`config.mk`:
```
export PLATFORM = sky130hd
export DESIGN_NAME = scope_push_sequencer_flat
export DESIGN_NICKNAME = d
export VERILOG_FILES = /design/src/rtl/scope_push_sequencer_if.sv /design/src/rtl/scope_push_sequencer.sv /design/src/flat_wrapper.sv
export SDC_FILE = /design/constraint.sdc
export NUM_CORES = 1
export LEC_CHECK = 0
export BUFFER_PORTS_ARGS = -buffer_cell sky130_fd_sc_hd__buf_2
export CORE_ASPECT_RATIO = 1.25
export CORE_MARGIN = 2
export CORE_UTILIZATION = 40
export DETAILED_ROUTE_END_ITERATION = 8
export PLACE_DENSITY = 0.62
export SKIP_LAST_GASP = 1
export SLEW_MARGIN = 20
export SYNTH_ARGS = -nofsm -noshare
export SYNTH_HDL_FRONTEND = slang
export SYNTH_SLANG_ARGS = --single-unit
```
`constraint.sdc`:
```
create_clock -name clk -period 6.8 [get_ports clk]
set_clock_uncertainty 0.05 [all_clocks]
set_input_delay 1.02 -clock clk [delete_from_list [all_inputs] [get_ports clk]]
set_output_delay 1.02 -clock clk [all_outputs]
set_load 0.005 [all_outputs]
```
`src/rtl/scope_push_sequencer_if.sv`:
```
// Purpose: signal bundle between host/scope side and the scope push sequencer.
// Latency: none, wires only.
// Backpressure: scope_ready gates pushes; start/abort are single-cycle pulses.
interface scope_push_sequencer_if #(
  parameter int DW    = 6,
  parameter int DIV_W = 16
);
  logic [DW-1:0]    sample_in;
  logic [DIV_W-1:0] cfg_div;
  logic [6:0]       cfg_count;
  logic             cfg_trig_en;
  logic [2:0]       cfg_trig_ch;
  logic             cfg_trig_fall;
  logic             start;
  logic             abort;
  logic             scope_ready;
  logic [DW-1:0]    push_data;
  logic             push_valid;
  logic             busy;
  logic             done;
  logic             overflow;
  logic [3:0]       level;

  // Host and scope side: drives samples, config, control and ready.
  modport master (
    output sample_in, cfg_div, cfg_count, cfg_trig_en, cfg_trig_ch, cfg_trig_fall,
    output start, abort, scope_ready,
    input  push_data, push_valid, busy, done, overflow, level
  );

  // Sequencer side.
  modport slave (
    input  sample_in, cfg_div, cfg_count, cfg_trig_en, cfg_trig_ch, cfg_trig_fall,
    input  start, abort, scope_ready,
    output push_data, push_valid, busy, done, overflow, level
  );
endinterface

```
`src/rtl/scope_push_sequencer.sv`:
```
// Purpose: decimate/trigger/capture samples into a small FIFO and drain them to the scope push port.
// Latency: all outputs registered; a captured sample reaches push_data 2 cycles after its tick at best.
// Backpressure: pops only while scope_ready and no strobe in flight; a full FIFO drops samples and sets overflow.
module scope_push_sequencer #(
  parameter int DW    = 6,
  parameter int DEPTH = 8,
  parameter int DIV_W = 16
) (
  input  logic                  clk,
  input  logic                  rst,
  scope_push_sequencer_if.slave sp
);
  localparam int         AW   = $clog2(DEPTH);
  localparam logic [3:0] FULL = 4'(DEPTH);

  typedef enum logic [1:0] {IDLE, ARMED, CAPTURE, FLUSH} state_t;
  state_t state, state_nx;

  // Latched run configuration
  logic [DIV_W-1:0] div_r;
  logic [6:0]       cnt_r;
  logic             trig_on_r, fall_r;
  logic [2:0]       ch_r;

  // Run progress and trigger edge history
  logic [DIV_W-1:0] div_cnt;
  logic [6:0]       smp_cnt;
  logic             hist_vld, hist_bit;

  // FIFO
  logic [DW-1:0]    mem [DEPTH];
  logic [AW-1:0]    wr_ptr, rd_ptr;
  logic [3:0]       level_r;

  // Registered outputs
  logic [DW-1:0]    push_data_r;
  logic             push_valid_r, done_r, overflow_r;

  // Per-cycle strobes
  logic             arm, kill, finish, tick, pop, wr, drop;
  logic             pop_ok, trig_cur, trig_hit;
  logic [7:0]       samp_ext;

  assign samp_ext = 8'(sp.sample_in);
  assign trig_cur = samp_ext[ch_r];
  assign trig_hit = hist_vld && (hist_bit != trig_cur) && (trig_cur == !fall_r);
  assign pop_ok   = sp.scope_ready && (level_r != 4'd0) && !push_valid_r;

  // State register.
  always_ff @(posedge clk or posedge rst) begin
    if (rst) state <= IDLE;
    else     state <= state_nx;
  end

  // Next state and per-cycle strobes; abort overrides everything in a busy state.
  always_comb begin
    state_nx = state;
    arm      = 1'b0;
    kill     = 1'b0;
    finish   = 1'b0;
    tick     = 1'b0;
    pop      = 1'b0;
    wr       = 1'b0;
    drop     = 1'b0;
    case (state)
      IDLE: begin
        if (sp.start && !sp.abort) begin
          state_nx = ARMED;
          arm      = 1'b1;
        end
      end
      ARMED: begin
        if (!trig_on_r || trig_hit) state_nx = CAPTURE;
      end
      CAPTURE: begin
        pop = pop_ok;
        if (div_cnt == div_r) begin
          tick = 1'b1;
          wr   = (level_r != FULL) || pop;
          drop = !wr;
          if (smp_cnt == cnt_r - 7'd1) state_nx = FLUSH;
        end
      end
      FLUSH: begin
        pop = pop_ok;
        if (level_r == 4'd0 && !push_valid_r) begin
          state_nx = IDLE;
          finish   = 1'b1;
        end
      end
      default: state_nx = IDLE;
    endcase
    if (sp.abort && state != IDLE) begin
      state_nx = IDLE;
      kill     = 1'b1;
      finish   = 1'b0;
      tick     = 1'b0;
      pop      = 1'b0;
      wr       = 1'b0;
      drop     = 1'b0;
    end
  end

  // Latch config on arming; run the divider and sample counter; track the trigger channel.
  always_ff @(posedge clk or posedge rst) begin
    if (rst) begin
      div_r     <= '0;
      cnt_r     <= '0;
      trig_on_r <= 1'b0;
      fall_r    <= 1'b0;
      ch_r      <= '0;
      div_cnt   <= '0;
      smp_cnt   <= '0;
      hist_vld  <= 1'b0;
      hist_bit  <= 1'b0;
    end else if (arm) begin
      div_r     <= sp.cfg_div;
      cnt_r     <= (sp.cfg_count == 7'd0 || sp.cfg_count > 7'd64) ? 7'd64 : sp.cfg_count;
      trig_on_r <= sp.cfg_trig_en && (32'(sp.cfg_trig_ch) < DW);
      fall_r    <= sp.cfg_trig_fall;
      ch_r      <= sp.cfg_trig_ch;
      div_cnt   <= '0;
      smp_cnt   <= '0;
      hist_vld  <= 1'b0;
      hist_bit  <= 1'b0;
    end else begin
      if (state == ARMED) begin
        hist_bit <= trig_cur;
        hist_vld <= 1'b1;
      end
      if (state == CAPTURE) begin
        if (tick) begin
          div_cnt <= '0;
          smp_cnt <= smp_cnt + 7'd1;
        end else begin
          div_cnt <= div_cnt + DIV_W'(1);
        end
      end
    end
  end

  // Sample storage; contents need no reset because occupancy lives in level_r.
  always_ff @(posedge clk) begin
    if (wr) mem[wr_ptr] <= sp.sample_in;
  end

  // FIFO pointers and occupancy; emptied when a run is armed or aborted.
  always_ff @(posedge clk or posedge rst) begin
    if (rst) begin
      wr_ptr  <= '0;
      rd_ptr  <= '0;
      level_r <= '0;
    end else if (arm || kill) begin
      wr_ptr  <= '0;
      rd_ptr  <= '0;
      level_r <= '0;
    end else begin
      if (wr)  wr_ptr <= wr_ptr + AW'(1);
      if (pop) rd_ptr <= rd_ptr + AW'(1);
      if (wr && !pop)      level_r <= level_r + 4'd1;
      else if (pop && !wr) level_r <= level_r - 4'd1;
    end
  end

  // Push strobe, held push data, completion pulse and sticky overflow.
  always_ff @(posedge clk or posedge rst) begin
    if (rst) begin
      push_data_r  <= '0;
      push_valid_r <= 1'b0;
      done_r       <= 1'b0;
      overflow_r   <= 1'b0;
    end else begin
      push_valid_r <= pop;
      if (pop) push_data_r <= mem[rd_ptr];
      done_r <= finish;
      if (arm)       overflow_r <= 1'b0;
      else if (drop) overflow_r <= 1'b1;
    end
  end

  assign sp.push_data  = push_data_r;
  assign sp.push_valid = push_valid_r;
  assign sp.busy       = (state != IDLE);
  assign sp.done       = done_r;
  assign sp.overflow   = overflow_r;
  assign sp.level      = level_r;
endmodule

```
`src/flat_wrapper.sv`:
```
// flat-port wrapper written by rule: the top's interface ports become plain ports
module scope_push_sequencer_flat 
#(
  parameter int DW    = 6,
  parameter int DEPTH = 8,
  parameter int DIV_W = 16
)
  (clk, rst, sp_sample_in, sp_cfg_div, sp_cfg_count, sp_cfg_trig_en, sp_cfg_trig_ch, sp_cfg_trig_fall, sp_start, sp_abort, sp_scope_ready, sp_push_data, sp_push_valid, sp_busy, sp_done, sp_overflow, sp_level);
  scope_push_sequencer_if #(.DW(DW), .DIV_W(DIV_W)) sp_i ();
  input  logic clk;
  input  logic rst;
  input wire logic [$bits(sp_i.sample_in)-1:0] sp_sample_in;
  input wire logic [$bits(sp_i.cfg_div)-1:0] sp_cfg_div;
  input wire logic [$bits(sp_i.cfg_count)-1:0] sp_cfg_count;
  input wire logic [$bits(sp_i.cfg_trig_en)-1:0] sp_cfg_trig_en;
  input wire logic [$bits(sp_i.cfg_trig_ch)-1:0] sp_cfg_trig_ch;
  input wire logic [$bits(sp_i.cfg_trig_fall)-1:0] sp_cfg_trig_fall;
  input wire logic [$bits(sp_i.start)-1:0] sp_start;
  input wire logic [$bits(sp_i.abort)-1:0] sp_abort;
  input wire logic [$bits(sp_i.scope_ready)-1:0] sp_scope_ready;
  output wire logic [$bits(sp_i.push_data)-1:0] sp_push_data;
  output wire logic [$bits(sp_i.push_valid)-1:0] sp_push_valid;
  output wire logic [$bits(sp_i.busy)-1:0] sp_busy;
  output wire logic [$bits(sp_i.done)-1:0] sp_done;
  output wire logic [$bits(sp_i.overflow)-1:0] sp_overflow;
  output wire logic [$bits(sp_i.level)-1:0] sp_level;
  assign sp_i.sample_in = sp_sample_in;
  assign sp_i.cfg_div = sp_cfg_div;
  assign sp_i.cfg_count = sp_cfg_count;
  assign sp_i.cfg_trig_en = sp_cfg_trig_en;
  assign sp_i.cfg_trig_ch = sp_cfg_trig_ch;
  assign sp_i.cfg_trig_fall = sp_cfg_trig_fall;
  assign sp_i.start = sp_start;
  assign sp_i.abort = sp_abort;
  assign sp_i.scope_ready = sp_scope_ready;
  assign sp_push_data = sp_i.push_data;
  assign sp_push_valid = sp_i.push_valid;
  assign sp_busy = sp_i.busy;
  assign sp_done = sp_i.done;
  assign sp_overflow = sp_i.overflow;
  assign sp_level = sp_i.level;
  scope_push_sequencer #(.DW(DW), .DEPTH(DEPTH), .DIV_W(DIV_W)) u_core (.clk(clk), .rst(rst), .sp(sp_i));
endmodule
```
Word-level counts from Yosys, hierarchy flattened:

Memories as Yosys holds them, arrays and structs flattened. A register that Yosys moved wholly into a read port is not among the register bits.
Index checks and enable logic that the tools add are counted.

* add/sub/neg operators: 7
* multiply operators: 0
* div/mod/pow operators: 0
* order comparisons: 3
* eq/ne operators: 13
* shift-type cells: 0
* multiplexer cells: 48
* bitwise operators: 0
* reductions and logical operators: 36

Operators by type and width (number)
* $mux W16: 3
* $mux W7: 4
* $mux W1: 26
* $add A16 B1 Y16 const B: 1
* $eq A16 B16 Y1: 1
* $ne A3 B1 Y1 const B: 5
* $reduce_bool A2 Y1: 7
* $mux W2: 6
* $mux W3: 4
* $mux W4: 3
* $logic_and A1 B1 Y1: 10
* $pmux W2 S4: 1
* $add A7 B1 Y7 const B: 1
* $eq A7 B7 Y1: 1
* $gt A7 B7 Y1 const B: 1
* $logic_not A1 Y1: 7
* $logic_not A7 Y1: 1
* $sub A7 B1 Y7 const B: 1
* $add A3 B1 Y3 const B: 2
* $reduce_and A5 Y1: 1
* $add A4 B1 Y4 const B: 1
* $eq A2 B2 Y1 const B: 2
* $logic_not A4 Y1: 1
* $logic_or A1 B1 Y1: 4
* 13 further kinds: 13

* register bits: 68
* bits in latches: 0
* bits in writable memories: 48
* ROM bits: 0
* output and inout port bits: 14
* word-level logic and storage cells: 124
* memories: 1

Memory list
* u_core.mem: depth 8, width 6, read ports 1, clocked after memory_dff 1, write ports 1, RTL line scope_push_sequencer.sv:31 `logic [DW-1:0] mem [DEPTH];`

Longest topological paths before layout:

Gate-level depths: netlist (run 1).

* depth in word-level cells: 12
* depth in mapped cells: 15
* mapped depth without buffers: 14

Worst setup path before layout (run 1):

No wires, ideal clock.

* path kind: input port to flip-flop
* from: input sp_abort
* to: register u_core.level_r[3], in the netlist u_core.sp.level[3]
* library setup time: 0.080 ns
* arrival time: 3.498 ns
* setup slack: 3.172 ns
* stages: 13
* buffers on the path: 1
* cell sequence: nand2b_2 o21ai_0 nor3_1 clkbuf_1 inv_1 ha_1 inv_1 ha_1 a21o_1 a21oi_1 xnor2_1 or3_1 a21oi_1

* longest elaborated chain between the ends: 6
* elaborated cells between the ends (all ways): 16
* classes of those cells: 7 x mux; 9 x reduce/logical

RTL lines
* start, declared: RTL line flat_wrapper.sv:19 `input wire logic [$bits(sp_i.abort)-1:0] sp_abort;`
* $logic_and A1 B1 Y1 (*): RTL line scope_push_sequencer.sv:93 `if (sp.abort && state != IDLE) begin`
* $mux W1 (*): RTL line scope_push_sequencer.sv:93
* named net u_core.pop: RTL line scope_push_sequencer.sv:40 `logic arm, kill, finish, tick, pop, wr, drop;`
* $logic_not A1 Y1: RTL line scope_push_sequencer.sv:160 `if (wr && !pop) level_r <= level_r + 4'd1;`
* $logic_and A1 B1 Y1: RTL line scope_push_sequencer.sv:160
* $mux W4: RTL line scope_push_sequencer.sv:160
* $mux W4: RTL line scope_push_sequencer.sv:153 `end else if (arm || kill) begin`
* end signal, assigned: RTL line scope_push_sequencer.sv:160
* end signal, assigned: RTL line scope_push_sequencer.sv:161 `else if (pop && !wr) level_r <= level_r - 4'd1;`
* end, declared: RTL line scope_push_sequencer.sv:33 `logic [3:0] level_r;`

Mark *: on every way through the listed nets, which the timed path passes. The rest lies on a longest branch.
A chain may end at the register's enable or synchronous reset.

Final worst setup path (run 1):

* from: register u_core.div_cnt[1]
* to: register u_core.level_r[3], in the netlist u_core.sp.level[3]

* longest elaborated chain between the ends: 7
* elaborated cells between the ends (all ways): 10
* classes of those cells: 1 x eq/ne; 5 x mux; 4 x reduce/logical

RTL lines
* start, declared: RTL line scope_push_sequencer.sv:26 `logic [DIV_W-1:0] div_cnt;`
* start signal, assigned: RTL line scope_push_sequencer.sv:136 `div_cnt <= div_cnt + DIV_W'(1);`
* $eq A16 B16 Y1 (*): RTL line scope_push_sequencer.sv:77 `if (div_cnt == div_r) begin`
* $mux W1 (*): RTL line scope_push_sequencer.sv:77
* $mux W1 (*): RTL line scope_push_sequencer.sv:65 `case (state)`
* $mux W1 (*): RTL line scope_push_sequencer.sv:93
* $logic_and A1 B1 Y1 / $logic_not A1 Y1 (equally long branches): RTL line scope_push_sequencer.sv:160, scope_push_sequencer.sv:161
* $mux W4 / $logic_and A1 B1 Y1 (equally long branches): RTL line scope_push_sequencer.sv:160, scope_push_sequencer.sv:161
* $mux W4 / $reduce_bool A3 Y1 (equally long branches)

Mark *: on every way between the ends. The rest lies on a longest branch, timed or not.

==> flow_summary.yaml, run 1 <==
hold_path:
  timing.hold.worst.start: "u_core.cnt_r[6]$_DFFE_PP0P_"
  timing.hold.worst.class: "register to register"
  holdPathStages: 2
  hold-path-endpoint: "u_core.cnt_r[6]$_DFFE_PP0P_"
synthesis:
  synth.yosys.warnings: 0
  syn_area_sq_mm: 0.00567
  post_synth_num_cell_types: 47
  synth_async_sr_flop_share_pct: 60.7
  ys_dominant_reg_cell: "dfrtp_1"
  syn_area_per_cell_sq_um: 11.6
  yosysSeqAreaShare_pct: 58.1
  syn_inst: 487
  number_of_enable_type_register_cells_in_the_synthesized_netlist: 48
  yosys_register_bits: 122
  syn_nets: 540
timing:
  setup_repair_after_global_routing_missed_its_margin: "false"
  setup_viol: 0
  slew_violations: 0
  tns_ps: 0
  finalWorstPathRequiredPeriod_ps: 3950
  max_slew_margin_pct: 32.7
  min_period_over_period_pct: 58.2
  final.hold.worst_slack_ps: 447
  tightest_slew_ps: 1000
  finalHoldViolations: 0
  achievable_clock_frequency_ghz: 0.253
final_layout:
  layout_commonest_cell: "nand2_1"
  design.final.nets: 603
  layout-drive-gt1-share_pct: 21.3
  antenna_cells: 0
  final_cell_mix: "nand2_1 (84), dfrtp_1 (74), buf_2 (52)"
  synthesis_to_finish_area_growth_pct: 19.2
  num-fill-cells: 1229
setup_path:
  critPathMaxStageDelay_ps: 720
  worst_path_dominant_cell_family: "simple AND/OR/NAND/NOR gates"
  regToRegEndpoint: "u_core.sp.level[3]$_DFFE_PP0P_"
  worst_reg2reg_setup_slack_ps: 2850
  crit_chain: "xnor2_1, nand4_1, nor4_2, nand3_1, inv_1, ha_1, inv_1, ha_1, a21o_1, a21oi_1, xnor2_1, or3_1, a21oi_1"
  r2r.worst_path.cells: 13
  setup.worst_path.class: "register to register"
  worst-endpoint-arrival_ps: 4230
  cp.buffers_inverters: 2
  timing.critical_path.to_type: "register"
  worstSetupStartpointType: "register"
  cp_data_required_time_ps: 7080
  crit_slowest_cell: "nor4_2"
  r2r-start: "u_core.div_cnt[1]$_DFFE_PP0P_"
  critical_path_peak_fanout: 11
power_and_ir_drop:
  vdd_drop_max_mv: 0.202
  power.leakage_nw: 2.85
  power_density_mw_per_mm2: 352
clock_network:
  number_of_cts_inserted_buffers: 17
  root_buffer: "clkbuf_16"
  htree_num_levels: 4
  cts_max_path_buffers: 2
  insertion_delay_ps: 410
  cts.hold.buffers_added: 0
  postCtsSetupRepairBufs: 0
  cts.repair.resized: 0
  clock_pin_slew_reported_for_the_worst_setup_and_hold_paths_after_clock_tree_synthesis_ps: 60
  clock-sinks: 122
  clock_tree_from_tritoncts: "done"
die:
  count_of_standard_cell_rows: 48
  design.die.area_sq_mm: 0.0151
  floorplan.die.width_um: 110
  floorplan.initialDensity_pct: 41.0
  io_pins: 53
  dieHeight_um: 137
  placeableCoreArea_sq_mm: 0.0138
place:
  globalplace.congestion: 0.803
  port_buffers: 52
  detailed_place_hpwl_mm: 8.02
route:
  route.antenna.remaining_nets: 0
  dr_total_vias: 3755
  via_density: 5.09
  routed_wire_length_per_instance_um: 15.7
  drt_pass1_iterations: 4
  drtIter0Drc: 205
  drc: 0
  drt-total-wl_mm: 11.6
global_route:
  grt_antenna_before_repair: 0
  via_count_of_the_first_global_routing_pass: 3850
  largest_net_degree_at_the_start_of_global_routing: 75
  gr-total-overflow: 0
  globalRouteTotalUtil_pct: 16.7
  grt_first_pass_wirelength_mm: 19.6
run:
  drv_cap: 0
run_status:
  run_status: "finished, final reports clean"
layer usage:
layer	track usage, %	vias up	wire length, um
li1	-	1823	-
met5	0	-	0
met4	7.01	0	225
met1	19.9	1833	4930
met3	3.81	20	458
met2	29.3	79	5980
cell usage after synthesis (all sizes together) (3+ instances only):
master	count	share of area, %
ha	13	2.9
nor2	45	3.0
edfxtp	48	25
nand2	84	5.6
nand4	14	1.5
nor3	6	0.53
nor4	6	0.77
xor2	21	3.2
clkbuf	10	0.66
inv	18	1.2
and3	4	0.44
nand2b	6	0.71
xnor2	30	4.6
a21oi	20	1.8
nor2b	3	0.33
and2b	3	0.42
mux4	13	5.2
nor4b	3	0.46
o21ai	14	1.2
nand3	7	0.62
and2	5	0.55
buf	5	0.35
dfrtp	74	33
mux2i	12	2.1
a211oi	3	0.49
nand3b	3	0.40
final cells by class:
type | count | area, sq um | area share, %
sequential | 122 | 3290 | 48.7
multi-input combinational | 332 | 2280 | 33.7
clock buffer | 17 | 425 | 6.30
timing repair buffer | 59 | 313 | 4.63
tap | 175 | 219 | 3.24
clock inverter | 15 | 163 | 2.41
inverter | 18 | 67.6 | 1.00
state kept, by name (all words and copies together) (netlist names):
register	flops
u_core.hist_bit	1
u_core.fall_r	1
u_core.cnt_r	7
u_core.sp.overflow	1
u_core.rd_ptr	3
u_core.trig_on_r	1
u_core.sp.done	1
u_core.hist_vld	1
u_core.sp.level	4
u_core.div_r	16
u_core.ch_r	3
u_core.state	2
u_core.mem	48
u_core.sp.push_data	6
u_core.div_cnt	16
u_core.wr_ptr	3
u_core.smp_cnt	7
u_core.sp.push_valid	1
metrics by stage:
step                instances  total power, mW  util, %  cell area [sq um]  worst slack, ps
CTS                       738             2.41     48.9               6750             2840
floorplan                 487             1.35        -               5670             3170
global placement          706             1.49     44.6               6160             2910
detailed placement        706             1.51     44.6               6160             2820
finish                    738             2.38     48.9               6760             2850
global route              738             2.52     48.9               6760             2410
cell families (layout without fill, tap and decap cells):
group	after synthesis	count (layout)	share of synthesized area [%]
and+or+nand+nor	197	197	16.4
DFF	122	122	58.1
xor gates and xnor gates	51	51	7.88
AOI/OAI and AO/OA	44	44	4.68
buffers and inverters	33	109	2.21
muxes	26	26	7.48
adders and majority gates	14	14	3.22
worst min-delay path, stage by stage (launching register included):
cell	delay, ps
dfrtp_1	350
nand2_1	50
o21ai_0	60
report_power, final:
| group | leakage (nW) | total, mW | switching [mW] | internal [mW] |
|---|---|---|---|---|
| combinational | 1.16 | 0.491 | 0.263 | 0.228 |
| clock | 0.283 | 0.894 | 0.349 | 0.545 |
| sequential | 1.41 | 0.995 | 0.107 | 0.888 |
worst max path at each step:
stage                                  startpoint                              to  slack, ps  cells past startpoint
floorplan                                sp_abort  u_core.sp.level[3]$_DFFE_PP0P_       3170                     13
global placement                         sp_abort  u_core.sp.level[3]$_DFFE_PP0P_       2910                     13
detailed placement                       sp_abort  u_core.sp.level[3]$_DFFE_PP0P_       2820                     13
CTS                 u_core.div_cnt[1]$_DFFE_PP0P_  u_core.sp.level[3]$_DFFE_PP0P_       2840                     13
global route        u_core.div_cnt[1]$_DFFE_PP0P_  u_core.sp.level[3]$_DFFE_PP0P_       2410                     13
finish              u_core.div_cnt[1]$_DFFE_PP0P_  u_core.sp.level[3]$_DFFE_PP0P_       2850                     13
No activity file was read; power rests on OpenSTA's default activity.
==> run 2, diff against run 1 <==
Clock period 6.8 ns to 3.8 ns, I/O delays scaled along.
==> run 2 against run 1 <==
Effect of this change: global-route usage up 0.14 points; register-to-register slack lost 2400 ps; worst setup slack lost 2400 ps; hold slack worse by 230 ps; combinational power grew 80%; critical path depth grew 1; final cell count increased by 1.1%; clock power up 80%; die area unchanged.
==> flow_summary.yaml, run 2 (synthesis results as in run 1) <==
die:
  count_of_standard_cell_rows: 48
  dieHeight_um: 137
  design.die.area_sq_mm: 0.0151
  io_pins: 53
  floorplan.die.width_um: 110
  placeableCoreArea_sq_mm: 0.0138
  floorplan.initialDensity_pct: 41.0
timing:
  tns_ps: 0
  finalHoldViolations: 0
  setup_viol: 0
  min_period_over_period_pct: 87.1
  tightest_slew_ps: 851
  finalWorstPathRequiredPeriod_ps: 3310
  final.hold.worst_slack_ps: 215
  achievable_clock_frequency_ghz: 0.302
  max_slew_margin_pct: 43.3
  setup_repair_after_global_routing_missed_its_margin: "false"
  slew_violations: 0
power_and_ir_drop:
  sw_share_pct: 30.4
  vdd_drop_max_mv: 0.340
  p_seq_share_pct: 41.7
  power.leakage_nw: 2.89
  combPwrFrac_pct: 20.6
  power_switching_mw: 1.30
  power_density_mw_per_mm2: 629
  total_power_mw: 4.28
  pwr-share-clk_pct: 37.7
  cellInternalPower_mw: 2.98
setup_path:
  critical_path_peak_fanout: 9
  r2r-start: "u_core.state[0]$_DFFE_PP0P_"
  r2r.worst_path.cells: 14
  startpoint: "u_core.state[0]$_DFFE_PP0P_"
  crit_path_end: "u_core.sp.level[3]$_DFFE_PP0P_"
  worstSetupStartpointType: "register"
  cp_data_required_time_ps: 4080
  timing.critical_path.to_type: "register"
  regToRegEndpoint: "u_core.sp.level[3]$_DFFE_PP0P_"
  worst_reg2reg_setup_slack_ps: 490
  worst-endpoint-arrival_ps: 3590
  setup.worst_path.class: "register to register"
final_layout:
  non_filler_instances: 746
  final_cell_mix: "nand2_1 (84), dfrtp_1 (74), buf_2 (52)"
  biggestRegsByFlops: "u_core.mem: 48 flops, u_core.div_cnt: 16 flops, u_core.div_r: 16 flops"
  antenna_cells: 0
  design.final.nets: 611
  layout-drive-gt1-share_pct: 21.7
  regMostFlops: "u_core.mem"
  largest_register_ff_count: 48
  num-fill-cells: 1247
  layout_commonest_cell: "nand2_1"
  final_util_pct: 49.2
  synthesis_to_finish_area_growth_pct: 20.0
global_route:
  gr-total-overflow: 0
  grt_first_pass_wirelength_mm: 19.8
  globalRouteTotalUtil_pct: 16.8
  largest_net_degree_at_the_start_of_global_routing: 37
  grt_antenna_before_repair: 0
  via_count_of_the_first_global_routing_pass: 3990
clock_network:
  clock-sinks: 122
  insertion_delay_ps: 410
  postCtsSetupRepairBufs: 0
  root_buffer: "clkbuf_16"
  cts_max_path_buffers: 2
  number_of_cts_inserted_buffers: 17
  htree_num_levels: 4
  cts.repair.resized: 0
  cts.hold.buffers_added: 0
  clock_pin_slew_reported_for_the_worst_setup_and_hold_paths_after_clock_tree_synthesis_ps: 60
  clock_tree_from_tritoncts: "done"
run_status:
  run_status: "finished, final reports clean"
route:
  route.antenna.remaining_nets: 0
  drt_pass1_iterations: 4
  routed_wire_length_per_instance_um: 15.7
  drt-total-wl_mm: 11.7
  drtIter0Drc: 128
  drc: 0
  dr_total_vias: 3767
  via_density: 5.05
hold_path:
  timing.hold.worst.class: "primary input to asynchronous set/reset pin"
place:
  globalplace.congestion: 0.833
  port_buffers: 52
  detailed_place_hpwl_mm: 8.12
  placed_cells_incl_taps: 714
run:
  drv_cap: 0
run 2: cell count changes in the layout (fill, tap and decap cells not counted), sizes merged:
cell	before	now
buf	59	67
clkinv	5	2
clkinvlp	2	4
clkbuf	17	18
run 2: area by class of cell:
cell class | count | area [sq um] | area share [%]
inverters | 18 | 67.6 | 0.994
repair buffers | 67 | 373 | 5.48
clock inverters | 14 | 163 | 2.39
multi-input cells | 332 | 2250 | 33.2
well taps | 175 | 219 | 3.22
clock buffers | 18 | 429 | 6.31
flip-flops and latches | 122 | 3290 | 48.4
run 2: worst min path at each step:
stage	start	endpoint	slack, ps	cells past startpoint
after floorplan	u_core.trig_on_r$_DFFE_PP0P_	u_core.trig_on_r$_DFFE_PP0P_	400	2
after global placement	u_core.sp.overflow$_DFFE_PP0P_	u_core.sp.overflow$_DFFE_PP0P_	420	1
after detailed placement	u_core.div_r[8]$_DFFE_PP0P_	u_core.div_r[8]$_DFFE_PP0P_	440	2
after CTS	rst	u_core.sp.done$_DFF_PP0_	240	2
after global routing	rst	u_core.sp.done$_DFF_PP0_	260	2
final	rst	u_core.sp.done$_DFF_PP0_	210	2
run 2: per-layer routing:
layer	wire length (um)	track usage, %
met1	5030	19.5
met2	6130	29.9
met3	445	4.92
met4	125	6.11
met5	0	0
run 2: metrics by stage:
step / instance area, sq um / worst slack [ps]
3_5_place_dp: 6210 / 522
6_report: 6800 / 490
3_3_place_gp: 6210 / 669
5_1_grt: 6800 / 192
4_1_cts: 6800 / 505
2_1_floorplan: 5670 / 451
run 2: power groups by stage:
stage	Clock [mW]	Combinational [mW]	Sequential (mW)
after floorplan	0	0.665	1.76
after global placement	0	0.864	1.79
after detailed placement	0	0.888	1.81
after CTS	1.64	0.896	1.79
after global routing	1.70	1.01	1.82
final	1.61	0.883	1.78
run 2: worst max-delay path, cell delays in order (launching register included):
cell and delay (ps):
dfrtp_1 420, inv_1 120, ha_1 300, inv_1 170, a21oi_2 350, nand3_1 170, inv_1 160, ha_1 240
inv_1 80, ha_1 270, a21o_1 170, a21oi_1 170, xnor2_1 90, or3_1 310, a21oi_1 140
